**src/rtl/seq_det_pkg.sv**
```systemverilog
// Shared types and helpers for the serial pattern detector.
// Latency: n/a (types and pure functions only).
// Backpressure: n/a.
package seq_det_pkg;

    typedef enum logic [1:0] {
        IDLE = 2'd0,
        FILL = 2'd1,
        HUNT = 2'd2
    } seq_det_state_e;

    // Programmed length 0 means a single-bit pattern; anything beyond the window is cut to the window.
    function automatic int unsigned clamp_len(input int unsigned len, input int unsigned max_len);
        if (len == 32'd0) begin
            return 32'd1;
        end else if (len > max_len) begin
            return max_len;
        end else begin
            return len;
        end
    endfunction

endpackage

```
**src/rtl/seq_det_window.sv**
```systemverilog
// Shift window, fill counter and masked comparator for the pattern detector.
// Latency: cmp/hit are combinational on the bit being accepted this cycle.
// Backpressure: none; clr overrides a shift in the same cycle.
module seq_det_window
    import seq_det_pkg::*;
#(
    parameter int unsigned MAX_LEN = 8,
    parameter int unsigned LEN_W   = $clog2(MAX_LEN + 1)
) (
    input  logic               clk,
    input  logic               rst,
    input  logic               clr,
    input  logic               acc,
    input  logic               din,
    input  logic [MAX_LEN-1:0] pattern,
    input  logic [LEN_W-1:0]   len,
    output logic               cmp,
    output logic               hit
);

    logic [LEN_W-1:0]   fill_q;
    logic [LEN_W-1:0]   len_m1;
    logic [MAX_LEN-1:0] cand;
    logic [MAX_LEN-1:0] mask;

    assign len_m1 = len - LEN_W'(1);

    // Only MAX_LEN-1 bits of history are needed: the newest bit comes straight from din.
    if (MAX_LEN > 1) begin : g_hist
        localparam int unsigned HIST_W = MAX_LEN - 1;
        logic [HIST_W-1:0] hist_q;

        assign cand = {hist_q, din};

        always_ff @(posedge clk or negedge rst) begin
            if (!rst) begin
                hist_q <= '0;
            end else if (clr) begin
                hist_q <= '0;
            end else if (acc) begin
                hist_q <= cand[HIST_W-1:0];
            end
        end
    end else begin : g_no_hist
        assign cand = din;
    end

    always_comb begin
        mask = '0;
        for (int unsigned i = 0; i < MAX_LEN; i++) begin
            mask[i] = (i < 32'(len));
        end
    end

    assign cmp = acc && (fill_q == len_m1);
    assign hit = cmp && (((cand ^ pattern) & mask) == '0);

    always_ff @(posedge clk or negedge rst) begin
        if (!rst) begin
            fill_q <= '0;
        end else if (clr) begin
            fill_q <= '0;
        end else if (acc && (fill_q < len_m1)) begin
            fill_q <= fill_q + LEN_W'(1);
        end
    end

endmodule

```
**src/rtl/seq_pattern_detect.sv**
```systemverilog
// Programmable serial pattern detector; SEQ_DET_MATCH_CNT_EN adds a saturating match counter.
// Latency: match pulses one cycle after the edge that accepts the completing bit.
// Backpressure: none; s_valid only qualifies data, cfg_load drops the coincident bit.
module seq_pattern_detect
    import seq_det_pkg::*;
#(
    parameter int unsigned          MAX_LEN     = 8,
    parameter int unsigned          LEN_W       = $clog2(MAX_LEN + 1),
    parameter logic [MAX_LEN-1:0]   RST_PATTERN = 'b101,
    parameter int unsigned          RST_LEN     = 3,
    parameter logic                 RST_OVERLAP = 1'b1,
    parameter int unsigned          CNT_W       = 16
) (
    input  logic               clk,
    input  logic               rst,
    input  logic               en,
    input  logic               cfg_load,
    input  logic [MAX_LEN-1:0] cfg_pattern,
    input  logic [LEN_W-1:0]   cfg_len,
    input  logic               cfg_overlap,
    input  logic               s_valid,
    input  logic               s_data,
    output logic               match,
    output logic [1:0]         state
`ifdef SEQ_DET_MATCH_CNT_EN
    ,
    output logic [CNT_W-1:0]   match_cnt
`endif
);

    if (MAX_LEN < 1 || CNT_W < 1) begin : g_bad_params
        $error("seq_pattern_detect: MAX_LEN and CNT_W must be at least 1");
    end

    seq_det_state_e     state_q;
    logic [MAX_LEN-1:0] pat_q;
    logic [LEN_W-1:0]   len_q;
    logic               ovl_q;
    logic               acc;
    logic               clr;
    logic               cmp;
    logic               hit;

    assign acc   = en && !cfg_load && s_valid;
    // History is dropped when disabled, on reconfiguration, and after a non-overlapping match.
    assign clr   = !en || cfg_load || (hit && !ovl_q);
    assign state = state_q;

    always_ff @(posedge clk or negedge rst) begin
        if (!rst) begin
            pat_q <= RST_PATTERN;
            len_q <= LEN_W'(clamp_len(RST_LEN, MAX_LEN));
            ovl_q <= RST_OVERLAP;
        end else if (cfg_load) begin
            pat_q <= cfg_pattern;
            len_q <= LEN_W'(clamp_len(32'(cfg_len), MAX_LEN));
            ovl_q <= cfg_overlap;
        end
    end

    seq_det_window #(
        .MAX_LEN (MAX_LEN),
        .LEN_W   (LEN_W)
    ) u_window (
        .clk     (clk),
        .rst     (rst),
        .clr     (clr),
        .acc     (acc),
        .din     (s_data),
        .pattern (pat_q),
        .len     (len_q),
        .cmp     (cmp),
        .hit     (hit)
    );

    always_ff @(posedge clk or negedge rst) begin
        if (!rst) begin
            state_q <= IDLE;
            match   <= 1'b0;
        end else begin
            match <= hit;
            if (!en) begin
                state_q <= IDLE;
            end else if (cfg_load) begin
                state_q <= FILL;
            end else if (cmp) begin
                state_q <= (hit && !ovl_q) ? FILL : HUNT;
            end else if (state_q == IDLE) begin
                state_q <= FILL;
            end
        end
    end

`ifdef SEQ_DET_MATCH_CNT_EN
    always_ff @(posedge clk or negedge rst) begin
        if (!rst) begin
            match_cnt <= '0;
        end else if (cfg_load) begin
            match_cnt <= '0;
        end else if (match && (match_cnt != '1)) begin
            match_cnt <= match_cnt + CNT_W'(1);
        end
    end
`endif

endmodule

```
**config.mk**
```make
export PLATFORM = sky130hd
export DESIGN_NAME = seq_pattern_detect
export DESIGN_NICKNAME = d
export VERILOG_FILES = /design/src/rtl/seq_det_pkg.sv /design/src/rtl/seq_det_window.sv /design/src/rtl/seq_pattern_detect.sv
export SDC_FILE = /design/constraint.sdc
export NUM_CORES = 1
export LEC_CHECK = 0
export ABC_AREA = 1
export BUFFER_PORTS_ARGS = -buffer_cell sky130_fd_sc_hd__buf_2
export CAP_MARGIN = 30
export CORE_MARGIN = 5
export CORE_UTILIZATION = 50
export DETAILED_ROUTE_END_ITERATION = 16
export PLACE_DENSITY = 0.77
export SLEW_MARGIN = 0
export SYNTH_ARGS = -nofsm -noshare
export SYNTH_HDL_FRONTEND = slang
export SYNTH_SLANG_ARGS = --single-unit
```
**constraint.sdc**
```tcl
create_clock -name clk -period 6.2 [get_ports clk]
set_clock_uncertainty 0.05 [all_clocks]
set_input_delay 0.31 -clock clk [delete_from_list [all_inputs] [get_ports clk]]
set_output_delay 0.31 -clock clk [all_outputs]
set_load 0.02 [all_outputs]
```
# Yosys cells after proc, flatten, opt, wreduce, memory -nomap -nowiden
# Index checks and enable logic that the tools add are counted.
totals:
  ff_bits: 27
  inputBits: 19
  out_inout_bits: 3
  wordCells: 50
op_classes:
  n_addsub: 2
  magnitude_cmp: 10
  eq_ne: 2
  muxes: 11
  bitwise_logic: 2
  reduce_logical: 16
op_table:
  columns: ["op", "count"]
  rows:
  - ["less-than comparator 3 x 4 -> 1 bit (first input constant)", 4]
  - ["2-to-1 mux 4 bit", 4]
  - ["2-to-1 mux 7 bit", 2]
  - ["2-to-1 mux 2 bit", 5]
  - ["AND 8 bit", 1]
  - ["logical NOT 8 bit", 1]
  - ["less-than comparator 1 x 4 -> 1 bit (first input constant)", 2]
  - ["less-than comparator 2 x 4 -> 1 bit (first input constant)", 2]
  - ["bitwise XOR 8 bit", 1]
  - ["logical AND 1 bit", 6]
  - ["adder 4 x 1 -> 4 bit (second input constant)", 1]
  - ["equality test 4 bit", 1]
  - ["> comparator 4 bit (second input constant)", 1]
  - ["logical NOT 4 bit", 1]
  - ["less-than comparator 4 bit", 1]
  - ["inequality test 4 x 1 -> 1 bit (second input constant)", 1]
  - ["nonzero test 2 bit", 2]
  - ["subtractor 4 x 1 -> 4 bit (second input constant)", 1]
  - ["logical NOT 1 bit", 3]
  - ["logical NOT 2 bit", 1]
  - ["logical OR 1 bit", 2]

# Logic depth before layout (Yosys ltp)
# Gate-level depths: netlist of the first run.
depth:
  ltp_word: 10
  ltp_mapped: 14
  depth_no_buf: 14

# Modules after synthesis
# A second synthesis of the first run with hierarchy kept.
hier_totals:
  hier_cells: 195
  hier_area_um2: 1524.0
by_module_without_submodules:
  columns: ["mod", "n_inst", "cells_per_inst", "area_per_inst_um2", "seq_area_each_um2"]
  rows:
  - ["seq_det_window", 1, 126, 880.8, 275.3]
  - ["seq_pattern_detect", 1, 69, 643.1, 406.6]

# Least setup slack after synthesis of the first run
# No wires, ideal clock.
synth_timing:
  path_type: "reg-to-reg"
  from: "register len_q[0]"
  to: "register u_window.g_hist.hist_q[4]"
  setup_time_ns: 0.118
  arrival_ns: 2.015
  setup_slack_ns: 4.017
  stages_incl_launch_ff: 15
  cell_sequence: "dfstp_2 inv_1 ha_1 xnor2_1 ha_1 nand2_1 inv_1 nand2_1 nor2_4 nand3_2 nor2_4 nand3_4 buf_6 nand3_1 nand2_1"
synth_between:
  elab_chain_cells: 7
synth_lines:
  columns: ["element", "line", "source"]
  rows:
  - ["from (decl)", "seq_pattern_detect.sv:37", "logic [LEN_W-1:0] len_q;"]
  - ["from (signal assigned)", "seq_pattern_detect.sv:52", "len_q <= LEN_W'(clamp_len(RST_LEN, MAX_LEN));"]
  - ["from (signal assigned)", "seq_pattern_detect.sv:56", "len_q <= LEN_W'(clamp_len(32'(cfg_len), MAX_LEN));"]
  - ["subtractor 4 x 1 -> 4 bit (tied with other cells)", "seq_det_window.sv:26", "assign len_m1 = len - LEN_W'(1);"]
  - ["equality test 4 bit / AND 8 bit (equally long branches)", "seq_det_window.sv:55, seq_det_window.sv:56", null]
  - ["logical AND 1 bit / logical NOT 8 bit (equally long branches)", "seq_det_window.sv:55, seq_det_window.sv:56", null]
  - ["logical AND 1 bit (*)", "seq_det_window.sv:56", "assign hit = cmp && (((cand ^ pattern) & mask) == '0);"]
  - ["logical AND 1 bit (*)", "seq_pattern_detect.sv:46", "assign clr = !en || cfg_load || (hit && !ovl_q);"]
  - ["logical OR 1 bit (*)", "seq_pattern_detect.sv:46", null]
  - ["2-to-1 mux 7 bit / nonzero test 2 bit (equally long branches)", null, null]
  - ["to (signal assigned)", "seq_det_window.sv:41", "hist_q <= cand[HIST_W-1:0];"]
  - ["to (decl)", "seq_det_window.sv:31", "logic [HIST_W-1:0] hist_q;"]
# Mark *: on every way between the ends. The rest lies on a longest branch, timed or not.
# A chain may end at the register's enable or synchronous reset.

# Worst setup path after layout of the first run
layout_timing:
  from: "register len_q[0]"
  to: "register u_window.fill_q[3]"
layout_between:
  elab_chain_cells: 7
layout_lines:
  columns: ["element", "line", "source"]
  rows:
  - ["subtractor 4 x 1 -> 4 bit (tied with other cells)", "seq_det_window.sv:26", null]
  - ["equality test 4 bit / AND 8 bit (equally long branches)", "seq_det_window.sv:55, seq_det_window.sv:56", null]
  - ["logical AND 1 bit / logical NOT 8 bit (equally long branches)", "seq_det_window.sv:55, seq_det_window.sv:56", null]
  - ["logical AND 1 bit", "seq_det_window.sv:56", null]
  - ["logical AND 1 bit", "seq_pattern_detect.sv:46", null]
  - ["logical OR 1 bit", "seq_pattern_detect.sv:46", null]
  - ["2-to-1 mux 4 bit / nonzero test 2 bit (equally long branches)", null, null]
  - ["to (signal assigned)", "seq_det_window.sv:64", "fill_q <= fill_q + LEN_W'(1);"]
  - ["to (decl)", "seq_det_window.sv:21", "logic [LEN_W-1:0] fill_q;"]
# Several ways; a longest one is shown, not always the timed one.

==> results of run 1 <==
==> tightest hold or removal path, stage by stage <==
cell and delay (ns):
buf_2 0.09, nand2_1 0.05, nand2_1 0.05
==> synth_stat cells (all sizes together) <==
cell type,number,area [µm²]
nand2,64,240
inv,29,109
dfrtp,22,551
nand3,17,115
o21ai,10,53.8
ha,9,113
nor2,8,47.6
nand4,7,43.8
dfstp,5,131
a21oi,4,20.0
xor2,4,35.0
o22ai,3,18.8
xnor2,3,26.3
buf,2,22.5
nor3,2,20.0
and2,1,6.26
clkbuf,1,3.75
clkinv,1,8.76
or2,1,6.26
==> sequential cells by signal, summed over array words and instances (netlist names) <==
signal and count:
match 1, state 2, ovl_q 1, u_window.g_hist.hist_q 7
u_window.fill_q 4, len_q 4, pat_q 8
==> path summary, 6_finish.rpt <==
kind	start	endpoint	slack (ns)
hold reg to reg	pat_q[0]$_DFFE_PN1P_	pat_q[0]$_DFFE_PN1P_	0.43
min in group asynchronous	rst	u_window.fill_q[0]$_DFFE_PN0P_	0.45
hold / removal	cfg_pattern[0]	pat_q[0]$_DFFE_PN1P_	0.11
max in group asynchronous	rst	pat_q[2]$_DFFE_PN1P_	5.26
setup reg to reg	len_q[0]$_DFFE_PN1P_	u_window.fill_q[3]$_DFFE_PN0P_	3.84
setup / recovery	len_q[0]$_DFFE_PN1P_	u_window.fill_q[3]$_DFFE_PN0P_	3.84
==> kinds of logic after synthesis <==
family,share of synthesized area
adders and majority gates,0.0717
and+or+nand+nor,0.305
buffers and inverters,0.0916
AOI/OAI and AO/OA,0.0589
DFF,0.434
xor gates and xnor gates,0.0390
==> routing by layer <==
layer	part of all wire	routed length [µm]
met1	0.49	1470
met2	0.47	1390
met3	0.038	113
met4	0.0047	14
met5	0	0
==> power groups by stage <==
stage | combinational (mW) | sequential (mW) | clock, mW
2_1_floorplan | 0.0411 | 0.196 | 0
4_1_cts | 0.0614 | 0.193 | 0.0809
3_3_place_gp | 0.0597 | 0.197 | 0
5_1_grt | 0.0695 | 0.195 | 0.0878
3_5_place_dp | 0.0608 | 0.197 | 0
6_report | 0.0603 | 0.193 | 0.0781
==> layout by cell type, fill, tap and decap left out, drive strengths merged, types with 2 or more instances in the layout <==
master / count
o22ai: 3
inv: 29
nor3: 2
xnor2: 3
xor2: 4
clkbuf: 3
o21ai: 10
nand2: 64
buf: 21
nand4: 7
a21oi: 4
dfrtp: 22
dfstp: 5
nand3: 17
nor2: 8
ha: 9
==> area by class of cell <==
cell class,instances,area [µm²],area share
multi-input combinational,133,746,0.427
sequential,27,682,0.391
inverter,30,118,0.0674
timing repair buffer,22,115,0.0659
tap,44,55.1,0.0315
clock buffer,3,22.5,0.0129
clock inverter,1,7.51,0.00430
==> timing repair <==
item,in CTS,in global routing
endpoints found under the hold margin,22,0
endpoints found under the setup margin,0,0
hold buffers,1,0
==> flow_summary.yaml, run 1 <==
worst_setup_path:
  cpMaxStageDelayCell: "dfstp_2"
  worstPathMaxFanout: 16
  r2r_cells: 13
  cpPeakStageDelay_ns: 0.57
  required_ns: 6.38
  worst_setup_path_start_kind: "flop"
  path_common_cell: "nand2_1"
  worstSetupPathType: "flop to flop"
  crit_buf_inv: 2
  crit_family: "simple AND/OR/NAND/NOR gates"
  cp_cell_sequence: "inv_1, ha_1, xnor2_1, ha_1, nand2_1, inv_1, nand2_1, nor2_4, nand3_2, nor2_4, nand3_4, nand2_1, nor2_1"
  worst_setup_path_end_kind: "flop"
  cp.depth: 13
  arrival_ns: 2.54
power:
  peakVddDrop_mv: 0.121
  power.leakage_nw: 0.922
  power.switching_mw: 0.0980
  seqPwrFrac: 0.583
  switching_share: 0.295
  clkPwrFrac: 0.235
  combPwrFrac: 0.182
  internal_power_mw: 0.234
  powerDensity_nw_per_um2: 190
  power_mw: 0.332
floorplan:
  dieWidth_um: 66.1
  die_h_um: 66.1
  core_um2: 3030
  num_rows: 20
  num_io_pins: 22
  die_area_um2: 4360
  start_util: 0.519
timing:
  rsz0062_at_grt: "no"
  slew_viol_final: 0
  fin_ws_ns: 3.84
  max_freq_mhz: 423
  finalHoldViolations: 0
  relSlewSlack: 0.613
  hold_slack_ns: 0.112
  setup_tns_ns: 0
  setup_viol: 0
  finalWorstPathRequiredPeriod_ns: 2.36
  final.period_utilization: 0.381
  worstMarginPinSlew_ns: 0.581
cts:
  clk_pin_slew_ns: 0.15
  post-cts-setup-buffers: 0
  htree_num_levels: 1
  cts_resized: 0
  numCtsBuffers: 3
  clock-sinks: 27
  cts_tree: "built"
  cts.root.buffer_cell: "clkbuf_4"
  clock_path_buffers: 2
  clk_latency_ns: 0.32
routing:
  wl_per_cell_um: 11.5
  routed_wl_um: 2990
  drtIter0Drc: 37
  drt_pass1_iterations: 4
  drt-vias-per-instance: 4.79
  antenna_left: 0
  drc: 0
  dr_total_vias: 1246
logic_synthesis:
  yosysUniqueCellTypes: 25
  synth_seq_cells: 27
  syn-num-nets: 221
  syn_inst: 193
  yosysSeqAreaShare: 0.434
  yosys_warnings: 0
  syn_area_per_cell_um2: 8.14
  synth_area_um2: 1570
grt:
  grt_overflow: 0
  globalRouteMet1Util: 0.211
  grt-busiest-layer: "met2"
  grt_pass1_vias: 1190
  antenna_found_initial: 0
  grt_pass1_wl_um: 5160
  grt_max_degree: 28
  use_met3: 0.0306
  track_usage: 0.153
  grt_util_met2: 0.250
place:
  gp_congestion: 0.764
  dp_hpwl_um: 2340
  place_ws_ns: 3.85
  dpl_cell_area_um2: 1710
  dp_cells: 255
  io_buffers: 21
final_layout:
  n_fill_cell: 289
  syn_to_final_growth_pct: 11.1
  final_cell_area_um2: 1750
  stdcell_count: 260
  finish.utilization: 0.576
  antenna_cells: 0
  finalNetCount: 245
  final_layout_size_suffix_gt1_frac: 0.190
job:
  max-cap-violations: 0
worst_hold_path:
  min_path_cells: 3
  hold_path_class: "primary input to flop"
outcome:
  status: "completed"
No activity file was read; power rests on OpenSTA's default activity.
==> inputs of run 2 (changes only) <==
--- a/config.mk
+++ b/config.mk
@@ -11,7 +11,7 @@
 export CORE_MARGIN = 5
 export CORE_UTILIZATION = 50
 export DETAILED_ROUTE_END_ITERATION = 16
-export PLACE_DENSITY = 0.77
+export PLACE_DENSITY = 0.8
 export SLEW_MARGIN = 0
 export SYNTH_ARGS = -nofsm -noshare
 export SYNTH_HDL_FRONTEND = slang
==> constraint.sdc (replaced) <==
create_clock -name clk -period 2 [get_ports clk]
set_clock_uncertainty 0.05 [all_clocks]
set_input_delay 0.1 -clock clk [delete_from_list [all_inputs] [get_ports clk]]
set_output_delay 0.1 -clock clk [all_outputs]
set_load 0.02 [all_outputs]
==> flow_summary.yaml, run 2 (synthesis results as in run 1) <==
outcome:
  status: "finished with violations"
  violations: "setup timing"
worst_setup_path:
  setup.worst_path.end: "u_window.fill_q[3]$_DFFE_PN0P_"
  worst_setup_path_end_kind: "flop"
  cpPeakStageDelay_ns: 0.57
  r2r_cells: 13
  startpoint: "len_q[1]$_DFFE_PN1P_"
  worst_setup_path_start_kind: "flop"
  cp_cell_sequence: "inv_2, ha_4, xnor2_2, ha_1, nand2_1, inv_2, nand2_2, nor2_4, nand3_2, nor2_4, nand3_4, nand2_4, nor2_1"
  worstSetupPathType: "flop to flop"
  regToRegStartpoint: "len_q[1]$_DFFE_PN1P_"
  cpMaxStageDelayCell: "dfstp_2"
  regToRegSetupSlack_ns: -0.19
  required_ns: 2.19
  r2r-end: "u_window.fill_q[3]$_DFFE_PN0P_"
  crit_buf_inv: 2
  crit_family: "simple AND/OR/NAND/NOR gates"
  worstPathMaxFanout: 8
  cp.depth: 13
  arrival_ns: 2.38
routing:
  wl_per_cell_um: 12.2
  drt-vias-per-instance: 4.83
  dr_total_vias: 1402
  drc: 0
  antenna_left: 0
  drt_pass1_iterations: 4
  drtIter0Drc: 58
  routed_wl_um: 3530
cts:
  clock_path_buffers: 2
  clk_latency_ns: 0.34
  clk_pin_slew_ns: 0.15
  numCtsBuffers: 3
  htree_num_levels: 1
  clock-sinks: 27
  cts_tree: "built"
  cts.root.buffer_cell: "clkbuf_4"
final_layout:
  regArea_um2: 682
  final_common_cell: "nand2_1"
  final_layout_size_suffix_gt1_frac: 0.289
  finalNetCount: 275
  largestRegisters: "pat_q x8, u_window.g_hist.hist_q x7"
  largest_register_ffs: 8
  antenna_cells: 0
  n_fill_cell: 236
  finish.utilization: 0.686
  top_register: "pat_q"
  multi_input_comb_area_um2: 823
  syn_to_final_growth_pct: 32.1
  final_cell_mix: "nand2_1 (60), inv_1 (26), dfrtp_1 (22), buf_2 (21)"
grt:
  grt_pass1_wl_um: 6080
  track_usage: 0.180
  grt_max_degree: 28
  antenna_found_initial: 0
  grt_pass1_vias: 1407
  grt_overflow: 0
place:
  io_buffers: 21
  place_ws_ns: -0.261
  dp_hpwl_um: 2440
  gp_congestion: 0.775
floorplan:
  die_h_um: 66.1
  core_um2: 3030
  num_io_pins: 22
  start_util: 0.519
  die_area_um2: 4360
  num_rows: 20
  dieWidth_um: 66.1
worst_hold_path:
  hold_path_class: "primary input to flop"
timing:
  slew_viol_final: 0
  worstMarginPinSlew_ns: 0.609
  max_freq_mhz: 456
  final.period_utilization: 1.10
  finalWorstPathRequiredPeriod_ns: 2.19
  relSlewSlack: 0.594
  finalHoldViolations: 0
  setup_viol: 13
  rsz0062_at_grt: "yes"
  fin_ws_ns: -0.194
job:
  max-cap-violations: 0
power:
  power.leakage_nw: 1.06
  peakVddDrop_mv: 0.391
  powerDensity_nw_per_um2: 537
-- run 2: worst min path at each step --
stage               start                    to  slack, ns  depth (start not counted)
3_3_place_gp          rst  len_q[2]$_DFFE_PN0P_       0.09                          1
6_report       cfg_len[3]  len_q[3]$_DFFE_PN0P_       0.02                          3
5_1_grt        cfg_len[3]  len_q[3]$_DFFE_PN0P_       0.02                          3
4_1_cts        cfg_len[3]  len_q[2]$_DFFE_PN0P_       0.01                          4
2_1_floorplan         rst  len_q[2]$_DFFE_PN0P_      -0.25                          0
3_5_place_dp          rst  len_q[3]$_DFFE_PN0P_       0.09                          1
-- run 2: cell type report --
cell class | instances | share of cell area
well taps | 44 | 0.0265
clock inverters | 1 | 0.00362
inverters | 30 | 0.0567
repair buffers | 51 | 0.177
multi-input cells | 134 | 0.397
flip-flops and latches | 27 | 0.329
clock buffers | 3 | 0.0108
-- run 2: metrics by stage --
step | setup TNS [ns] | cells | hold slack, ns | power (mW) | instance area, µm²
after floorplan | -1.20 | 193 | -0.246 | 0.741 | 1590
after global placement | -1.49 | 269 | 0.0891 | 0.826 | 1830
after detailed placement | -2.70 | 269 | 0.0901 | 0.832 | 1830
after CTS | -1.93 | 290 | 0.0148 | 1.11 | 2040
after global routing | -3.95 | 290 | 0.0167 | 1.19 | 2080
final | -2.11 | 290 | 0.0156 | 1.11 | 2080
-- run 2: what timing repair did --
| action | 4_1_cts | 5_1_grt |
|---|---|---|
| cloned | 1 | 0 |
| buffers inserted | 1 | 0 |
| setup endpoints to repair | 13 | 14 |
| pin swaps | 4 | 1 |
| resized for setup | 5 | 8 |
| hold buffers | 15 | 0 |
| endpoints found under the hold margin | 35 | 0 |
-- run 2: worst min-delay path: cells and delay by family --
family / cells / cell delay [ns]
AO/OA/AOI/OAI: 1 / 0.13
buffers and inverters: 1 / 0.08
AND/OR/NAND/NOR: 1 / 0.05
-- run 2: per-layer routing --
| metal | up-vias | GRT usage | part of all wire |
|---|---|---|---|
| met3 | 5 | 0.0289 | 0.040 |
| li1 | 721 | - | - |
| met2 | 28 | 0.313 | 0.51 |
| met1 | 648 | 0.231 | 0.44 |
| met4 | 0 | 0.0508 | 0.0076 |
| met5 | - | 0 | 0 |
-- run 2: power by group --
part           total [mW]  internal (mW)  switching, mW
Sequential          0.596          0.579         0.0170
Combinational       0.266          0.120          0.146
Clock               0.253         0.0767          0.176
Total                1.11          0.776          0.339
